`config.mk`:
```
export PLATFORM = sky130hd
export DESIGN_NAME = ppu_raster_flat
export DESIGN_NICKNAME = d
export VERILOG_FILES = /design/src/rtl/ppu_pkg.sv /design/src/rtl/ppu_raster_if.sv /design/src/rtl/ppu_raster_cnt.sv /design/src/rtl/ppu_raster.sv /design/src/flat_wrapper.sv
export SDC_FILE = /design/constraint.sdc
export NUM_CORES = 1
export LEC_CHECK = 0
export ABC_AREA = 1
export CORE_MARGIN = 3
export CORE_UTILIZATION = 42
export CTS_CLUSTER_DIAMETER = 40
export DETAILED_ROUTE_END_ITERATION = 6
export GPL_ROUTABILITY_DRIVEN = 0
export GPL_TIMING_DRIVEN = 0
export PLACE_DENSITY_LB_ADDON = 0.15
export SKIP_LAST_GASP = 1
export SLEW_MARGIN = 5
export SYNTH_ARGS = -nofsm -noshare
export SYNTH_HDL_FRONTEND = slang
export SYNTH_SLANG_ARGS = --single-unit
```
`constraint.sdc`:
```
create_clock -name clk -period 1.5 [get_ports clk]
set_input_delay 0.15 -clock clk [delete_from_list [all_inputs] [get_ports clk]]
set_output_delay 0.15 -clock clk [all_outputs]
set_load 0.005 [all_outputs]
```
`src/rtl/ppu_pkg.sv`:
```
// ppu_pkg
//   Shared constants for the PPU raster block and its neighbours.
//   - NTSC default geometry (341 dots x 262 lines, VBL on 241, pre-render 261,
//     odd-frame dot skip enabled).
//   - PAL geometry (312 lines, pre-render 311, no dot skip).
//   - Pixel pipeline delay between the dot counter and the pixel output.
//   - Status register bit positions, shared with the register block.
//   - Helper to check that a counter width can hold a given total.
package ppu_pkg;

    localparam int NTSC_HTOTAL   = 341;
    localparam int NTSC_VTOTAL   = 262;
    localparam int NTSC_HACTIVE  = 256;
    localparam int NTSC_VACTIVE  = 240;
    localparam int NTSC_VBL_LINE = 241;
    localparam int NTSC_PRE_LINE = 261;
    localparam int NTSC_SKIP_ODD = 1;

    localparam int PAL_HTOTAL    = 341;
    localparam int PAL_VTOTAL    = 312;
    localparam int PAL_VBL_LINE  = 241;
    localparam int PAL_PRE_LINE  = 311;
    localparam int PAL_SKIP_ODD  = 0;

    localparam int PIX_DELAY_DEF = 3;
    localparam int CMP_DOT_DEF   = 260;
    localparam int XW_DEF        = 9;
    localparam int YW_DEF        = 9;

    // Bit positions inside the CPU-visible status register.
    localparam int STAT_VBL_BIT  = 7;
    localparam int STAT_SPR0_BIT = 6;
    localparam int STAT_OVF_BIT  = 5;

    typedef enum logic [0:0] {
        VID_NTSC = 1'b0,
        VID_PAL  = 1'b1
    } video_std_e;

    // Lines per frame for a given video standard.
    function automatic int vtotal_for(video_std_e std);
        return (std == VID_PAL) ? PAL_VTOTAL : NTSC_VTOTAL;
    endfunction

    // True when a counter of 'width' bits can count 0..total-1.
    function automatic bit geom_fits(int total, int width);
        return (total >= 2) && (total <= (1 << width));
    endfunction

endpackage

```
`src/rtl/ppu_raster_if.sv`:
```
// ppu_raster_if
//   Bundle of every non-clock/reset signal of the raster generator.
//   master : the PPU side (drives tick, enables, CPU strobes, compare value,
//            consumes position, window, pixel and status outputs).
//   slave  : the raster generator itself.
interface ppu_raster_if
    import ppu_pkg::*;
#(
    parameter int XW = XW_DEF,
    parameter int YW = YW_DEF
);

    logic          tick;
    logic          render_en;
    logic          nmi_en;
    logic          rd_status;
    logic [YW-1:0] cmp_line;
    logic          cmp_en;
    logic          irq_ack;

    logic [XW-1:0] x;
    logic [YW-1:0] y;
    logic          odd;
    logic          render;
    logic          vbl;
    logic          nmi;
    logic          irq;
    logic          pxvalid;
    logic [XW-1:0] outx;
    logic [YW-1:0] outy;
    logic          frame_start;

    modport master (
        output tick, render_en, nmi_en, rd_status, cmp_line, cmp_en, irq_ack,
        input  x, y, odd, render, vbl, nmi, irq, pxvalid, outx, outy, frame_start
    );

    modport slave (
        input  tick, render_en, nmi_en, rd_status, cmp_line, cmp_en, irq_ack,
        output x, y, odd, render, vbl, nmi, irq, pxvalid, outx, outy, frame_start
    );

endinterface

```
`src/rtl/ppu_raster_cnt.sv`:
```
// ppu_raster_cnt
//   Dot/line position counters with odd-frame tracking.
//   Ports:
//     clk, reset_n   clock, asynchronous active-low reset
//     tick           dot enable; nothing moves unless high
//     render_en      rendering enabled (qualifies the odd-frame dot skip)
//     x, y           current dot and line
//     odd            odd-frame flag, toggles at every frame wrap
//     frame_start    high during the tick that loads (0,0), by either the
//                    normal end-of-frame wrap or the odd-frame short line
module ppu_raster_cnt
    import ppu_pkg::*;
#(
    parameter int HTOTAL   = NTSC_HTOTAL,
    parameter int VTOTAL   = NTSC_VTOTAL,
    parameter int PRE_LINE = NTSC_PRE_LINE,
    parameter int SKIP_ODD = NTSC_SKIP_ODD,
    parameter int XW       = XW_DEF,
    parameter int YW       = YW_DEF
) (
    input  logic          clk,
    input  logic          reset_n,
    input  logic          tick,
    input  logic          render_en,
    output logic [XW-1:0] x,
    output logic [YW-1:0] y,
    output logic          odd,
    output logic          frame_start
);

    localparam logic [XW-1:0] X_LAST = XW'(HTOTAL - 1);
    localparam logic [XW-1:0] X_SKIP = XW'(HTOTAL - 2);
    localparam logic [XW-1:0] X_INC  = XW'(1);
    localparam logic [YW-1:0] Y_LAST = YW'(VTOTAL - 1);
    localparam logic [YW-1:0] Y_PRE  = YW'(PRE_LINE);
    localparam logic [YW-1:0] Y_INC  = YW'(1);
    localparam logic          SKIP_EN = (SKIP_ODD != 0);

    logic line_end;
    logic frame_end;
    logic skip_now;

    // On an odd frame with rendering on, the pre-render line is one dot
    // short: the last dot is jumped over straight to (0,0).
    always_comb begin
        line_end    = 1'b0;
        frame_end   = 1'b0;
        skip_now    = 1'b0;
        frame_start = 1'b0;
        line_end    = (x == X_LAST);
        frame_end   = line_end && (y == Y_LAST);
        skip_now    = SKIP_EN && odd && render_en && (y == Y_PRE) && (x == X_SKIP);
        frame_start = tick && (frame_end || skip_now);
    end

    always_ff @(posedge clk or negedge reset_n) begin
        if (!reset_n) begin
            x   <= '0;
            y   <= '0;
            odd <= 1'b0;
        end else if (tick) begin
            if (frame_end || skip_now) begin
                x   <= '0;
                y   <= '0;
                odd <= ~odd;
            end else if (line_end) begin
                x <= '0;
                y <= y + Y_INC;
            end else begin
                x <= x + X_INC;
            end
        end
    end

endmodule

```
`src/rtl/ppu_raster.sv`:
```
// ppu_raster
//   Parametrised raster timing and status generator for the PPU.
//   Ports:
//     clk, reset_n   clock, asynchronous active-low reset
//     bus (slave)    tick, render_en, nmi_en, rd_status, cmp_line, cmp_en,
//                    irq_ack in; x, y, odd, render, vbl, nmi, irq, pxvalid,
//                    outx, outy, frame_start out
//   The counter sub-block owns position and frame tracking; this level holds
//   the VBL, read-race suppression and line-compare IRQ flags and decodes the
//   visible window into the pixel strobe and pixel coordinates.
module ppu_raster
    import ppu_pkg::*;
#(
    parameter int HTOTAL    = NTSC_HTOTAL,
    parameter int VTOTAL    = NTSC_VTOTAL,
    parameter int HACTIVE   = NTSC_HACTIVE,
    parameter int VACTIVE   = NTSC_VACTIVE,
    parameter int VBL_LINE  = NTSC_VBL_LINE,
    parameter int PRE_LINE  = NTSC_PRE_LINE,
    parameter int PIX_DELAY = PIX_DELAY_DEF,
    parameter int SKIP_ODD  = NTSC_SKIP_ODD,
    parameter int CMP_DOT   = CMP_DOT_DEF,
    parameter int XW        = XW_DEF,
    parameter int YW        = YW_DEF
) (
    input  logic        clk,
    input  logic        reset_n,
    ppu_raster_if.slave bus
);

    localparam int XW1 = XW + 1;
    localparam int YW1 = YW + 1;

    localparam logic [XW-1:0]  X_ONE     = XW'(1);
    localparam logic [XW-1:0]  X_CMP     = XW'(CMP_DOT);
    localparam logic [XW-1:0]  X_PIX     = XW'(PIX_DELAY);
    localparam logic [XW1-1:0] X_PIX_END = XW1'(PIX_DELAY + HACTIVE);
    localparam logic [YW-1:0]  Y_VBL     = YW'(VBL_LINE);
    localparam logic [YW-1:0]  Y_PRE     = YW'(PRE_LINE);
    localparam logic [YW1-1:0] Y_VACT    = YW1'(VACTIVE);

    logic [XW-1:0] x_cur;
    logic [YW-1:0] y_cur;
    logic          odd_cur;
    logic          fs_cur;

    logic vbl;
    logic suppress;
    logic irq;

    logic in_x_win;
    logic in_y_vis;
    logic vbl_set;
    logic vbl_clr;
    logic race_win;
    logic irq_set;

    ppu_raster_cnt #(
        .HTOTAL   (HTOTAL),
        .VTOTAL   (VTOTAL),
        .PRE_LINE (PRE_LINE),
        .SKIP_ODD (SKIP_ODD),
        .XW       (XW),
        .YW       (YW)
    ) u_cnt (
        .clk         (clk),
        .reset_n     (reset_n),
        .tick        (bus.tick),
        .render_en   (bus.render_en),
        .x           (x_cur),
        .y           (y_cur),
        .odd         (odd_cur),
        .frame_start (fs_cur)
    );

    // Window decode and flag set/clear conditions. The horizontal and
    // vertical limits are compared one bit wider so a window that ends
    // exactly at the counter range still decodes correctly. A compare line
    // outside the frame can never equal y, so it never fires.
    always_comb begin
        in_x_win = 1'b0;
        in_y_vis = 1'b0;
        vbl_set  = 1'b0;
        vbl_clr  = 1'b0;
        race_win = 1'b0;
        irq_set  = 1'b0;
        in_x_win = (x_cur >= X_PIX) && ({1'b0, x_cur} < X_PIX_END);
        in_y_vis = ({1'b0, y_cur} < Y_VACT);
        vbl_set  = bus.tick && (x_cur == X_ONE) && (y_cur == Y_VBL) && !suppress;
        vbl_clr  = bus.tick && (x_cur == X_ONE) && (y_cur == Y_PRE);
        race_win = (y_cur == Y_VBL) && (x_cur <= X_ONE);
        irq_set  = bus.tick && bus.cmp_en && bus.render_en &&
                   (y_cur == bus.cmp_line) && (x_cur == X_CMP);
    end

    // Status flags. A CPU status read always clears vbl, even in the same
    // cycle as the set tick. A read just before or at the set tick also arms
    // suppress, so the flag stays low for the rest of that frame; suppress
    // is dropped together with vbl on the pre-render line. For the IRQ a
    // set in the same cycle as an acknowledge wins.
    always_ff @(posedge clk or negedge reset_n) begin
        if (!reset_n) begin
            vbl      <= 1'b0;
            suppress <= 1'b0;
            irq      <= 1'b0;
        end else begin
            if (bus.rd_status || vbl_clr) begin
                vbl <= 1'b0;
            end else if (vbl_set) begin
                vbl <= 1'b1;
            end

            if (vbl_clr) begin
                suppress <= 1'b0;
            end else if (bus.rd_status && race_win) begin
                suppress <= 1'b1;
            end

            if (irq_set) begin
                irq <= 1'b1;
            end else if (bus.irq_ack) begin
                irq <= 1'b0;
            end
        end
    end

    assign bus.x           = x_cur;
    assign bus.y           = y_cur;
    assign bus.odd         = odd_cur;
    assign bus.frame_start = fs_cur;
    assign bus.render      = bus.render_en && ((y_cur == Y_PRE) || in_y_vis);
    assign bus.vbl         = vbl;
    assign bus.nmi         = vbl && bus.nmi_en;
    assign bus.irq         = irq;
    assign bus.pxvalid     = bus.tick && in_x_win && in_y_vis;
    assign bus.outx        = x_cur - X_PIX;
    assign bus.outy        = y_cur;

endmodule

```
`src/flat_wrapper.sv`:
```
// flat-port wrapper written by rule: the top's interface ports become plain ports
module ppu_raster_flat import ppu_pkg::*;
#(
    parameter int HTOTAL    = NTSC_HTOTAL,
    parameter int VTOTAL    = NTSC_VTOTAL,
    parameter int HACTIVE   = NTSC_HACTIVE,
    parameter int VACTIVE   = NTSC_VACTIVE,
    parameter int VBL_LINE  = NTSC_VBL_LINE,
    parameter int PRE_LINE  = NTSC_PRE_LINE,
    parameter int PIX_DELAY = PIX_DELAY_DEF,
    parameter int SKIP_ODD  = NTSC_SKIP_ODD,
    parameter int CMP_DOT   = CMP_DOT_DEF,
    parameter int XW        = XW_DEF,
    parameter int YW        = YW_DEF
)
  (clk, reset_n, bus_tick, bus_render_en, bus_nmi_en, bus_rd_status, bus_cmp_line, bus_cmp_en, bus_irq_ack, bus_x, bus_y, bus_odd, bus_render, bus_vbl, bus_nmi, bus_irq, bus_pxvalid, bus_outx, bus_outy, bus_frame_start);
  ppu_raster_if #(.XW(XW), .YW(YW)) bus_i ();
  input  logic clk;
  input  logic reset_n;
  input wire logic [$bits(bus_i.tick)-1:0] bus_tick;
  input wire logic [$bits(bus_i.render_en)-1:0] bus_render_en;
  input wire logic [$bits(bus_i.nmi_en)-1:0] bus_nmi_en;
  input wire logic [$bits(bus_i.rd_status)-1:0] bus_rd_status;
  input wire logic [$bits(bus_i.cmp_line)-1:0] bus_cmp_line;
  input wire logic [$bits(bus_i.cmp_en)-1:0] bus_cmp_en;
  input wire logic [$bits(bus_i.irq_ack)-1:0] bus_irq_ack;
  output wire logic [$bits(bus_i.x)-1:0] bus_x;
  output wire logic [$bits(bus_i.y)-1:0] bus_y;
  output wire logic [$bits(bus_i.odd)-1:0] bus_odd;
  output wire logic [$bits(bus_i.render)-1:0] bus_render;
  output wire logic [$bits(bus_i.vbl)-1:0] bus_vbl;
  output wire logic [$bits(bus_i.nmi)-1:0] bus_nmi;
  output wire logic [$bits(bus_i.irq)-1:0] bus_irq;
  output wire logic [$bits(bus_i.pxvalid)-1:0] bus_pxvalid;
  output wire logic [$bits(bus_i.outx)-1:0] bus_outx;
  output wire logic [$bits(bus_i.outy)-1:0] bus_outy;
  output wire logic [$bits(bus_i.frame_start)-1:0] bus_frame_start;
  assign bus_i.tick = bus_tick;
  assign bus_i.render_en = bus_render_en;
  assign bus_i.nmi_en = bus_nmi_en;
  assign bus_i.rd_status = bus_rd_status;
  assign bus_i.cmp_line = bus_cmp_line;
  assign bus_i.cmp_en = bus_cmp_en;
  assign bus_i.irq_ack = bus_irq_ack;
  assign bus_x = bus_i.x;
  assign bus_y = bus_i.y;
  assign bus_odd = bus_i.odd;
  assign bus_render = bus_i.render;
  assign bus_vbl = bus_i.vbl;
  assign bus_nmi = bus_i.nmi;
  assign bus_irq = bus_i.irq;
  assign bus_pxvalid = bus_i.pxvalid;
  assign bus_outx = bus_i.outx;
  assign bus_outy = bus_i.outy;
  assign bus_frame_start = bus_i.frame_start;
  ppu_raster #(.HTOTAL(HTOTAL), .VTOTAL(VTOTAL), .HACTIVE(HACTIVE), .VACTIVE(VACTIVE), .VBL_LINE(VBL_LINE), .PRE_LINE(PRE_LINE), .PIX_DELAY(PIX_DELAY), .SKIP_ODD(SKIP_ODD), .CMP_DOT(CMP_DOT), .XW(XW), .YW(YW)) u_core (.clk(clk), .reset_n(reset_n), .bus(bus_i));
endmodule
```
==> flow_summary.yaml <==
floorplan:
  die_y_um: 71.2
  core_um2: 4060
  rows: 23
  fp.dieW_um: 71.2
  die_area_um2: 5080
  start_util_pct: 44.1
  pin_count: 60
drt:
  viasPerCell: 5.36
  drtAntennaViolNets: 0
  post_drt_wl_per_cell_um: 16.3
  firstDrtPassIters: 5
  routed_wl_um: 6750
  post-route-drc-count: 0
  via_count: 2213
  drt_iter0_markers: 198
sta:
  clock_skew_ns: 0.00947
  finalMaxSlewViolations: 0
  max_freq_ghz: 0.553
  setup_slack_ns: -0.310
  setup_viol: 30
  finalCritPeriodShare_pct: 121
  relSlewSlack_pct: 26.4
  hold_violations: 0
  period_minus_slack_ns: 1.81
  rsz0062_at_grt: "yes"
  worst_slew_pin_slew_ns: 1.10
logic_synthesis:
  synth.net_count: 275
  syn_avg_cell_area_um2: 7.07
  synth_area_leaders: "dfrtp_1, nand2_1, xor2_1, inv_1, nand3_1"
  synth-main-ff-cell: "dfrtp_1"
  ys_types: 30
  yosysSeqAreaShare_pct: 30.8
  yosys.area.top_type: "dfrtp_1"
  synthMostInstantiatedCell: "nand2_1"
  synth_seq_cells: 22
  syn_inst: 253
  syn-cell-area_um2: 1790
  synth_warnings: 0
  synth-edff-count: 0
  synth_commonest_cells: "nand2_1, inv_1, dfrtp_1, nor2_1, nand3_1"
  synth_top_cell_area_share_pct: 30.8
  synth-async-reset-ratio_pct: 100
power_and_ir_drop:
  leakagePower_nw: 1.60
  power.total_w: 0.00379
  vdd_drop_max_uv: 1090
  powerDensity_nw_per_um2: 1230
final_layout:
  nets: 386
  num_antenna_cells: 0
  final_area_um2: 3080
  drive_gt1_share_pct: 41.6
  area_growth_syn_to_layout_pct: 72.5
placed_design:
  dpl_cell_area_um2: 2430
  hpwl_um: 3670
  numPortBuffers: 58
grt:
  overflow: 0
  met1_usage_pct: 32.5
  grt_util_met3_pct: 3.37
  antenna_found_initial: 0
  grt_pass1_wl_um: 9550
  grtUsageTotal_pct: 23.8
  busiest_layer: "met2"
  grt_max_degree: 23
  met2_usage_pct: 39.2
  grt_pass1_vias: 1981
flow_run:
  max-cap-violations: 0
clocking:
  clk_pin_slew_ns: 0.09
  numCtsBuffers: 3
  insertion_delay_ns: 0.27
  clk_path_buf_depth: 2
  numClockSinks: 22
  root_buffer: "clkbuf_8"
  cts_tree: "built"
  cts_max_level: 1
worst_hold_path:
  hp-class: "in -> reg"
worst_setup_path:
  critPathCaptureType: "output port"
  required_ns: 1.35
  cp_max_fo: 4
  crit_type: "reg -> out"
  worstPathArrival_ns: 1.66
  crit_path_start_kind: "flip-flop"
outcome:
  status: "finished, violations left"
  violations: "negative setup slack"
==> routing by layer <==
| metal | up-vias | share of wire, % |
|---|---|---|
| met5 | - | 0 |
| met4 | 0 | 3.6 |
| met3 | 29 | 9.1 |
| met2 | 150 | 47 |
| met1 | 1027 | 40 |
| li1 | 1007 | - |
==> final timing paths <==
check                                       start                 to  slack (ns)  cells past startpoint
worst min-delay path                     bus_tick  u_core.u_cnt.y[6]        0.31                      4
min in group asynchronous                 reset_n  u_core.u_cnt.y[4]        0.47                      1
worst max-delay path            u_core.u_cnt.x[0]        bus_outx[2]       -0.31                      5
worst min register to register     u_core.bus.irq     u_core.bus.irq        0.53                      2
worst max register to register  u_core.u_cnt.x[0]     u_core.bus.irq       -0.25                     13
max in group asynchronous                 reset_n  u_core.u_cnt.x[1]        0.30                      1
==> placed cells by master, fill, tap and decap left out, types with 3 or more instances in the layout <==
master	synthesis	layout
a21oi_1	8	6
buf_2	3	11
buf_4	11	50
buf_6	1	11
clkbuf_8	0	4
clkdlybuf4s50_1	0	38
dfrtp_1	22	7
dfrtp_2	0	15
dlygate4sd2_1	0	3
dlymetal6s2s_1	0	7
ha_4	0	4
inv_1	30	23
inv_2	6	9
nand2_1	61	54
nand2_2	5	8
nand2_4	1	5
nand3_1	17	12
nand3_2	1	5
nand4_1	10	10
nor2_1	22	16
nor2_2	5	5
nor2_4	2	8
nor3_1	5	3
o21ai_0	7	4
xnor2_1	7	7
xor2_1	14	13
==> critical path, stage by stage, from the launching register on <==
cell             delay [ns]
dfrtp_2                0.47
ha_4                   0.20
nor2_1                 0.12
nor2_2                 0.06
inv_1                  0.05
clkdlybuf4s50_1        0.48
==> sequential cells by signal, summed over array words and instances, names as in the netlist <==
signal,cells
u_core.bus.irq,1
u_core.u_cnt.y,9
u_core.u_cnt.odd,1
u_core.bus.vbl,1
u_core.u_cnt.x,9
u_core.suppress,1
==> cells by family after synthesis <==
family / synth area share (%)
fa+ha+maj: 3.50
xor+xnor: 10.3
buf+inv: 14.1
simple gates: 34.7
flops: 30.8
compound gates: 6.65
==> metrics by stage <==
| stage | cells | hold slack, ns | util [%] | setup TNS, ns | worst slack, ns |
|---|---|---|---|---|---|
| after detailed placement | 361 | 0.520 | 59.9 | -5.91 | -0.577 |
| final | 413 | 0.311 | 76.0 | -4.76 | -0.310 |
| after global placement | 361 | 0.506 | 59.9 | -5.37 | -0.569 |
| after CTS | 391 | 0.355 | 68.8 | -4.12 | -0.329 |
| after floorplan | 253 | -0.146 | - | 0 | 0.00540 |
| after global routing | 413 | 0.330 | 76.0 | -7.35 | -0.369 |
==> power by group <==
| group | switching, W | internal (W) |
|---|---|---|
| Combinational | 0.00118 | 0.00129 |
| Clock | 0.000219 | 0.000235 |
| Sequential | 0.000154 | 0.000711 |
==> timing repair <==
| item | 4_1_cts | 5_1_grt |
|---|---|---|
| hold buffers | 0 | 0 |
| pin swaps | 13 | 14 |
| buffers inserted | 25 | 23 |
| resized for setup | 86 | 51 |
| cloned | 1 | 0 |
| endpoints found under the setup margin | 37 | 39 |
==> final cells by class <==
cell class	instances	area [um2]
repair buffers	106	938
plain buffers	16	123
multi-input cells	179	1190
flip-flops and latches	22	569
clock buffers	4	55.1
inverters	36	150
well taps	50	62.6
fillers	277	973
Power figures use the tool's default switching activity.
